==> src/rtl/nobl_pkg.sv <==
// nobl_pkg: shared defaults, index type and round-robin helper
// for the NoBL SRAM arbiter slice.
package nobl_pkg;

  localparam int NOBL_WIDTH    = 18;
  localparam int NOBL_DEPTH    = 19;
  localparam int NOBL_NREQ     = 4;
  localparam int NOBL_READ_LAT = 4;
  localparam int NOBL_IDX_W    = $clog2(NOBL_NREQ);

  typedef logic [NOBL_IDX_W-1:0] req_idx_t;

  function automatic int rr_idx(
    input int last,
    input int k,
    input int n
  );
    return (last + 1 + k) % n;
  endfunction

endpackage

==> src/rtl/nobl_arb_if.sv <==
// nobl_arb_if: requester-side bus of the NoBL arbiter,
// packed per requester.
interface nobl_arb_if #(
  parameter int WIDTH = 18,
  parameter int DEPTH = 19,
  parameter int NREQ  = 4
);

  logic [NREQ-1:0]       req;
  logic [NREQ-1:0]       we;
  logic [NREQ*DEPTH-1:0] addr;
  logic [NREQ*WIDTH-1:0] wdata;
  logic [NREQ-1:0]       gnt;
  logic [WIDTH-1:0]      rdata;
  logic [NREQ-1:0]       rvalid;

  modport master (
    output req, we, addr, wdata,
    input  gnt, rdata, rvalid
  );

  modport slave (
    input  req, we, addr, wdata,
    output gnt, rdata, rvalid
  );

endinterface

==> src/rtl/nobl_arb_tagq.sv <==
// nobl_arb_tagq: FIFO of requester indices for reads that
// are in flight to the SRAM.
module nobl_arb_tagq #(
  parameter int IW   = 2,
  parameter int LOG2 = 3
) (
  input  logic          clk,
  input  logic          rst_n,
  input  logic          i_push,
  input  logic [IW-1:0] i_idx,
  input  logic          i_pop,
  output logic [IW-1:0] o_head,
  output logic          o_full,
  output logic          o_empty,
  output logic [LOG2:0] o_count
);

  localparam int D = 1 << LOG2;

  logic [IW-1:0]   r_mem [D];
  logic [LOG2-1:0] r_wp;
  logic [LOG2-1:0] r_rp;
  logic [LOG2:0]   r_cnt;
  logic            w_push;
  logic            w_pop;

  assign o_full  = r_cnt[LOG2];
  assign o_empty = (r_cnt == '0);
  assign o_count = r_cnt;
  assign o_head  = r_mem[r_rp];

  assign w_push = i_push & ~o_full;
  assign w_pop  = i_pop & ~o_empty;

  always_ff @(posedge clk or negedge rst_n) begin
    if (!rst_n) begin
      r_wp  <= '0;
      r_rp  <= '0;
      r_cnt <= '0;
      for (int i = 0; i < D; i++) begin
        r_mem[i] <= '0;
      end
    end else begin
      if (w_push) begin
        r_mem[r_wp] <= i_idx;
        r_wp        <= r_wp + 1'b1;
      end
      if (w_pop) begin
        r_rp <= r_rp + 1'b1;
      end
      unique case (1'b1)
        (w_push & ~w_pop): r_cnt <= r_cnt + 1'b1;
        (w_pop & ~w_push): r_cnt <= r_cnt - 1'b1;
        default:           r_cnt <= r_cnt;
      endcase
    end
  end

endmodule

==> src/rtl/nobl_arb.sv <==
// nobl_arb: round-robin sharing of one nobl_if among NREQ requesters.
// Define NOBL_ARB_PRIO_EN for bounded fixed priority of requester 0.
module nobl_arb
  import nobl_pkg::*;
#(
  parameter int WIDTH     = NOBL_WIDTH,
  parameter int DEPTH     = NOBL_DEPTH,
  parameter int NREQ      = NOBL_NREQ,
  parameter int TAGQ_LOG2 = 3,
  parameter int MAX_BURST = 4
) (
  input  logic             clk,
  input  logic             rst_n,
  nobl_arb_if.slave        bus,
  output logic [DEPTH-1:0] address,
  output logic [WIDTH-1:0] data_out,
  output logic             write,
  output logic             enable,
  input  logic [WIDTH-1:0] data_in,
  input  logic             data_in_valid,
  output logic             busy,
  output logic             err
);

  localparam int IW = (NREQ > 1) ? $clog2(NREQ) : 1;

  if (NREQ < 2 || NREQ > 8 || MAX_BURST < 1) begin : g_bad_cfg
    $error("nobl_arb: unsupported NREQ or MAX_BURST");
  end

  logic [NREQ-1:0]    w_cand;
  logic [NREQ-1:0]    w_cand_m;
  logic               w_pri0;
  logic               w_any;
  logic [IW-1:0]      w_gidx;
  logic [IW-1:0]      w_idx;
  logic [IW-1:0]      r_last;
  logic               w_full;
  logic               w_empty;
  logic [IW-1:0]      w_head;
  logic [TAGQ_LOG2:0] w_cnt;
  logic               w_push;
  logic               w_pop;
  logic [DEPTH-1:0]   r_addr;
  logic [WIDTH-1:0]   r_wdata;
  logic               r_write;
  logic               r_en;
  logic               r_err;

  // Reads need a tag slot; writes never wait on the queue.
  assign w_cand = bus.req & (bus.we | {NREQ{~w_full}});

`ifdef NOBL_ARB_PRIO_EN
  localparam int BW = $clog2(MAX_BURST + 1);

  logic [BW-1:0] r_burst;
  logic          w_mask0;

  assign w_mask0  = (r_burst == BW'(MAX_BURST))
                  && (|w_cand[NREQ-1:1]);
  assign w_cand_m = w_cand
                  & ~{{(NREQ-1){1'b0}}, w_mask0};
  assign w_pri0   = w_cand_m[0];

  always_ff @(posedge clk or negedge rst_n) begin
    if (!rst_n) begin
      r_burst <= '0;
    end else if (w_any && w_gidx == '0) begin
      if (r_burst != BW'(MAX_BURST)) begin
        r_burst <= r_burst + 1'b1;
      end
    end else begin
      r_burst <= '0;
    end
  end
`else
  assign w_cand_m = w_cand;
  assign w_pri0   = 1'b0;
`endif

  always_comb begin
    w_any  = 1'b0;
    w_gidx = r_last;
    w_idx  = '0;
    if (w_pri0) begin
      w_any  = 1'b1;
      w_gidx = '0;
    end else begin
      for (int k = 0; k < NREQ; k++) begin
        w_idx = IW'(rr_idx(int'(r_last), k, NREQ));
        if (!w_any && w_cand_m[w_idx]) begin
          w_any  = 1'b1;
          w_gidx = w_idx;
        end
      end
    end
    // No grant may leak out while reset is asserted.
    w_any = w_any & rst_n;
  end

  assign bus.gnt = w_any ? (NREQ'(1) << w_gidx) : '0;

  always_ff @(posedge clk or negedge rst_n) begin
    if (!rst_n) begin
      r_last <= IW'(NREQ - 1);
    end else if (w_any) begin
      r_last <= w_gidx;
    end
  end

  always_ff @(posedge clk or negedge rst_n) begin
    if (!rst_n) begin
      r_addr  <= '0;
      r_wdata <= '0;
      r_write <= 1'b0;
      r_en    <= 1'b0;
    end else if (w_any) begin
      r_addr  <= bus.addr[w_gidx*DEPTH +: DEPTH];
      r_wdata <= bus.wdata[w_gidx*WIDTH +: WIDTH];
      r_write <= bus.we[w_gidx];
      r_en    <= 1'b1;
    end else begin
      r_write <= 1'b0;
      r_en    <= 1'b0;
    end
  end

  assign address  = r_addr;
  assign data_out = r_wdata;
  assign write    = r_write;
  assign enable   = r_en;

  assign w_push = w_any & ~bus.we[w_gidx];
  assign w_pop  = data_in_valid & ~w_empty;

  nobl_arb_tagq #(
    .IW   (IW),
    .LOG2 (TAGQ_LOG2)
  ) u_tagq (
    .clk     (clk),
    .rst_n   (rst_n),
    .i_push  (w_push),
    .i_idx   (w_gidx),
    .i_pop   (w_pop),
    .o_head  (w_head),
    .o_full  (w_full),
    .o_empty (w_empty),
    .o_count (w_cnt)
  );

  assign bus.rdata  = data_in;
  assign bus.rvalid = w_pop ? (NREQ'(1) << w_head) : '0;

  always_ff @(posedge clk or negedge rst_n) begin
    if (!rst_n) begin
      r_err <= 1'b0;
    end else if (data_in_valid && w_empty) begin
      r_err <= 1'b1;
    end
  end

  assign err  = r_err;
  assign busy = (w_cnt != '0);

endmodule

==> src/flat_wrapper.sv <==
// flat-port wrapper written by rule: the top's interface ports become plain ports
module nobl_arb_flat import nobl_pkg::*;
#(
  parameter int WIDTH     = NOBL_WIDTH,
  parameter int DEPTH     = NOBL_DEPTH,
  parameter int NREQ      = NOBL_NREQ,
  parameter int TAGQ_LOG2 = 3,
  parameter int MAX_BURST = 4
)
  (clk, rst_n, address, data_out, write, enable, data_in, data_in_valid, busy, err, bus_req, bus_we, bus_addr, bus_wdata, bus_gnt, bus_rdata, bus_rvalid);
  nobl_arb_if #(.WIDTH(WIDTH), .DEPTH(DEPTH), .NREQ(NREQ)) bus_i ();
  input  logic clk;
  input  logic rst_n;
  output logic [DEPTH-1:0] address;
  output logic [WIDTH-1:0] data_out;
  output logic write;
  output logic enable;
  input  logic [WIDTH-1:0] data_in;
  input  logic data_in_valid;
  output logic busy;
  output logic err;
  input wire logic [$bits(bus_i.req)-1:0] bus_req;
  input wire logic [$bits(bus_i.we)-1:0] bus_we;
  input wire logic [$bits(bus_i.addr)-1:0] bus_addr;
  input wire logic [$bits(bus_i.wdata)-1:0] bus_wdata;
  output wire logic [$bits(bus_i.gnt)-1:0] bus_gnt;
  output wire logic [$bits(bus_i.rdata)-1:0] bus_rdata;
  output wire logic [$bits(bus_i.rvalid)-1:0] bus_rvalid;
  assign bus_i.req = bus_req;
  assign bus_i.we = bus_we;
  assign bus_i.addr = bus_addr;
  assign bus_i.wdata = bus_wdata;
  assign bus_gnt = bus_i.gnt;
  assign bus_rdata = bus_i.rdata;
  assign bus_rvalid = bus_i.rvalid;
  nobl_arb #(.WIDTH(WIDTH), .DEPTH(DEPTH), .NREQ(NREQ), .TAGQ_LOG2(TAGQ_LOG2), .MAX_BURST(MAX_BURST)) u_core (.clk(clk), .rst_n(rst_n), .bus(bus_i), .address(address), .data_out(data_out), .write(write), .enable(enable), .data_in(data_in), .data_in_valid(data_in_valid), .busy(busy), .err(err));
endmodule
==> config.mk <==
export PLATFORM = sky130hd
export DESIGN_NAME = nobl_arb_flat
export DESIGN_NICKNAME = d
export VERILOG_FILES = /design/src/rtl/nobl_pkg.sv /design/src/rtl/nobl_arb_if.sv /design/src/rtl/nobl_arb_tagq.sv /design/src/rtl/nobl_arb.sv /design/src/flat_wrapper.sv
export SDC_FILE = /design/constraint.sdc
export NUM_CORES = 1
export LEC_CHECK = 0
export ABC_AREA = 1
export CORE_AREA = 2 2 107 120
export DETAILED_ROUTE_END_ITERATION = 10
export DIE_AREA = 0 0 109 122
export PLACE_DENSITY = 0.8
export SLEW_MARGIN = 20
export SYNTH_ARGS = -nofsm -noshare
export SYNTH_HDL_FRONTEND = slang
export SYNTH_SLANG_ARGS = --single-unit
==> constraint.sdc <==
create_clock -name clk -period 3.5 [get_ports clk]
set_clock_uncertainty 0.15 [all_clocks]
set_input_delay 0.7 -clock clk [delete_from_list [all_inputs] [get_ports clk]]
set_output_delay 0.7 -clock clk [all_outputs]
set_load 0.02 [all_outputs]
==> summary by stage <==
Min path
The worst min-delay path category is flip-flop to flip-flop. Along the worst hold path, the cell count comes to 1. In this run the most critical hold path is launched from u_core.err.

Floorplanning
In this run the standard cell core region covers 12200 um2. In this run the count of I/O pins placed on the die edge is 244. In this run the vertical extent of the chip is 122 um. The floorplan step set the die width to 109 um. The floorplan row count is 43. For this configuration, the core starts out at a cell density of 0.398. The die area is 13300 um2.

Cells and area
The net count reported at finish is 1068. Of the cells placed in the final design, the portion with a size suffix greater than 1 is 0.0955. The filler cell count in the final layout is 1116.

The antenna diode count is 0. Summing all multi-input logic gate instances after layout gives 2650 um2. Once layout is complete, the utilization of the core stands at 0.590. Registers take 1700 um2. The area growth from synthesis to final layout is 48.4%. The number of non-filler instances in the completed layout is 1047.

Critical path
The delay of the slowest cell on the worst path is 450 ps. The kind of end point of the critical path is a flip-flop. The buffering stage count on the worst path with inverters included is 5. In this design, the largest share of critical-path delay is due to simple AND/OR/NAND/NOR gates. The total number of cells along the worst setup path is 22. The largest driver fanout on the critical path is 6. The data arrival time of the critical path is 3410 ps.

The worst setup path is of the primary input to flip-flop kind. Walking the worst path, the cells encountered are clkdlybuf4s50_1, inv_1, nand2_1, nand3_1, nand3_1, nand2_2, nand2_2, nand2_1, nand2_2, buf_4, nand3_1, nand2_1, nand2_1, nand2_4, nand2_2, buf_4, ha_1, a32oi_1, inv_1, a21oi_1, o21ai_0, xnor2_1. The worst reg2reg path startpoint is u_core.r_last[0]. The startpoint type of the worst setup path is a primary input.

The termination of the worst setup path is u_core.u_tagq.o_count[3]. In this run the worst setup path begins at bus_we[2]. Across all register-to-register paths, the minimum setup slack is 290 ps. The endpoint identified for the worst register-to-register timing path is u_core.u_tagq.o_count[3]. The depth of the worst register-to-register path is 21. The library cell contributing the largest single delay on the critical path is sky130_fd_sc_hd__clkdlybuf4s50_1. STA puts the critical path data required time at 3550 ps.

GRT
The number of global-route vias before repair is 5185. In the global route stage, overall resource usage came out at 0.245. The number of antenna violations at the first check in global routing is 0. The maximum number of pins on one net before global-route repair is 83.

Global routing finished with a remaining overflow of 0. The first-pass GRT wire length is 25500 um.

Route
The met2 routed wirelength is 8160 um. The routed wire length per instance is 15.3 um. The first detailed-routing pass ran for 5 iterations. The detailed-route vias per instance is 5.13. The DRC marker count from the first detailed-route iteration is 291. The routed design uses 1080 um of met3 wire. In this run the top signal layer used is met4. The routed design has 16000 um of wire. The number of nets with antenna violations after routing is 0. The met1 wire length is 6420 um.

The post-route DRC violation count is 0. Summing over every cut layer, the via total after detailed routing is 5374.

Placement
Routability-driven placement finished with a final weighted congestion of 0.879. In this run the tool buffered the top-level ports with 207 buffer cells. The half-perimeter wire length after placement is 11700 um. The number of placed cells counting well taps is 1032.

Pwr
In this run the power spent charging and discharging nets is 4.34 mW. Of the total power, registers draw 0.185. The cell area power density is 1150 nW/um2. Of the total power, the clock network draws 0.111. The static leakage power is 3.32 nW.

The fraction of power spent switching nets is 0.523. Power comes to 8.29 mW. The maximum VDD drop is 832 uV.

The internal power is 3.95 mW. Of the total power, combinational logic draws 0.704.

Run
Max-cap violations in this run came to 0.

Synth
The number of nets in the synthesized netlist is 890. After synthesis, the mean cell area works out to 6.86 um2. The cell area that synthesis handed to floorplanning was 4860 um2.

The count of mapped cells out of synthesis is 708. By area the synthesized netlist is led by sky130_fd_sc_hd__dfrtp_1 34%, sky130_fd_sc_hd__nand3_1 22%, sky130_fd_sc_hd__nand2_1 18%. Counting distinct cell types in the post-synthesis netlist gives 33. Counting flops and latches in the post-synthesis netlist gives 68. For this run, the register share of the synthesized area comes to 0.351.

The cell accounting for the most synthesized area is sky130_fd_sc_hd__dfrtp_1. The share of the synthesized area in the top cell type is 0.340. The count of yosys warnings during synthesis is 0.

Clocking
The clock tree root buffer cell is sky130_fd_sc_hd__clkbuf_16. Clock-pin slew was measured on the worst setup and hold paths at 50 ps. No sink is reached through more buffers than the 2 on the longest clock path. In this run the post-CTS setup repair buffer count came out at 0. The clock tree synthesis step divided the H-tree into 3 levels. In this run, CTS created clock tree buffers numbering 9.

For this design, the CTS-stage hold fixing added 0 buffers. The clock tree from TritonCTS is done. CTS saw 68 sinks. The clock latency at the later pin of the worst-skew pair is 330 ps.

STA
The number of failing hold endpoints at the final stage is 0. Setup violations remaining at the end of the flow were counted as 0. Subtracting the final worst setup slack from the clock period gives 3350 ps. Final hold analysis gives a worst-case slack of 311 ps. Setup repair after global routing could not meet its margin everywhere.

The post-route clock period utilization is 0.958. The worst slew slack as a fraction of its limit is 0.421. The transition time of the tightest slew-check pin is 869 ps. For the final routed database, the setup TNS stands at 0 ps. Timing would allow up to 0.298 GHz. The number of pins with negative max-slew slack in the final report is 0.

Run status
The flow ran to the end, and the final reports show no timing, DRC or antenna violations.
[final cells by class]
cell class	count	share of cell area
Timing Repair Buffer	236	0.316
Clock inverter	3	0.00642
Sequential cell	68	0.236
Multi-Input combinational cell	551	0.367
Tap cell	157	0.0272
Clock buffer	12	0.0356
Inverter	20	0.0113
[per-stage QoR]
stage               setup slack (ps)  area, um2
finish                           147       7210
CTS                             3.16       7200
global placement                -235       6900
floorplan                        449       4860
detailed placement              -254       6900
global route                   -66.2       7210
[worst min-delay path by stage]
| stage | endpoint | slack, ps |
|---|---|---|
| floorplan | u_core.address[0] | 250 |
| global placement | u_core.err | 290 |
| detailed placement | u_core.err | 310 |
| CTS | u_core.err | 320 |
| global route | u_core.err | 330 |
| finish | u_core.err | 310 |
[cells in the final DEF (no fill, tap or decap), types with 6 or more instances in the layout]
cell type / Yosys / layout
sky130_fd_sc_hd__nand2_2: 16 / 18
sky130_fd_sc_hd__o21ai_0: 14 / 14
sky130_fd_sc_hd__dfrtp_1: 66 / 66
sky130_fd_sc_hd__clkbuf_16: 0 / 9
sky130_fd_sc_hd__nand3_2: 5 / 6
sky130_fd_sc_hd__clkdlybuf4s50_1: 0 / 202
sky130_fd_sc_hd__nor2_1: 26 / 26
sky130_fd_sc_hd__buf_4: 26 / 29
sky130_fd_sc_hd__nand4_1: 19 / 19
sky130_fd_sc_hd__inv_1: 15 / 15
sky130_fd_sc_hd__nand2_1: 227 / 225
sky130_fd_sc_hd__nand3_1: 214 / 213
[registers in the layout (all words and copies together), names as in the netlist]
register	cells
u_core.err	1
u_core.u_tagq.r_mem	16
u_core.enable	1
u_core.r_last	2
u_core.u_tagq.r_wp	3
u_core.write	1
u_core.data_out	18
u_core.address	19
u_core.u_tagq.r_rp	3
u_core.u_tagq.o_count	4
[repair_timing]
action,4_1_cts,5_1_grt
endpoints found under the setup margin,4,9
hold endpoints to repair,0,0
cloned,0,0
gates resized for setup,5,12
[synthesized netlist by cell type (all sizes together)]
library cell,n
nand2,245
nand3,219
dfrtp,66
buf,59
nor2,26
nand4,19
inv,17
o21ai,15
clkbuf,10
ha,5
xor2,5
o22ai,4
a21oi,3
clkinv,3
xnor2,3
dfstp,2
a21o,1
a31oi,1
a32oi,1
and2,1
mux2,1
nor4,1
o211ai,1
[power groups by stage]
stage	combinational (mW)	clock, mW	sequential (mW)
final	5.83	0.922	1.54
after global routing	6.46	0.976	1.59
after CTS	5.85	0.941	1.53
after detailed placement	5.85	0	1.53
after global placement	5.75	0	1.53
after floorplan	3.95	0	1.72
[logic make-up (layout without fill, tap and decap cells)]
| kind of cell | count (synthesis) | after routing | synth area share |
|---|---|---|---|
| buf+inv | 89 | 271 | 0.111 |
| compound gates | 26 | 26 | 0.0299 |
| flops | 68 | 68 | 0.351 |
| simple gates | 511 | 511 | 0.479 |
| mux | 1 | 1 | 0.00232 |
| xor+xnor | 8 | 8 | 0.0144 |
| fa+ha+maj | 5 | 5 | 0.0129 |
[per-layer routing]
| metal | GRT usage | up-vias |
|---|---|---|
| met4 | 0.0817 | 0 |
| met2 | 0.414 | 189 |
| met3 | 0.0599 | 28 |
| met1 | 0.303 | 2457 |
| li1 | - | 2700 |
| met5 | 0 | - |
Note: power is estimated with default switching activity, not from simulation.
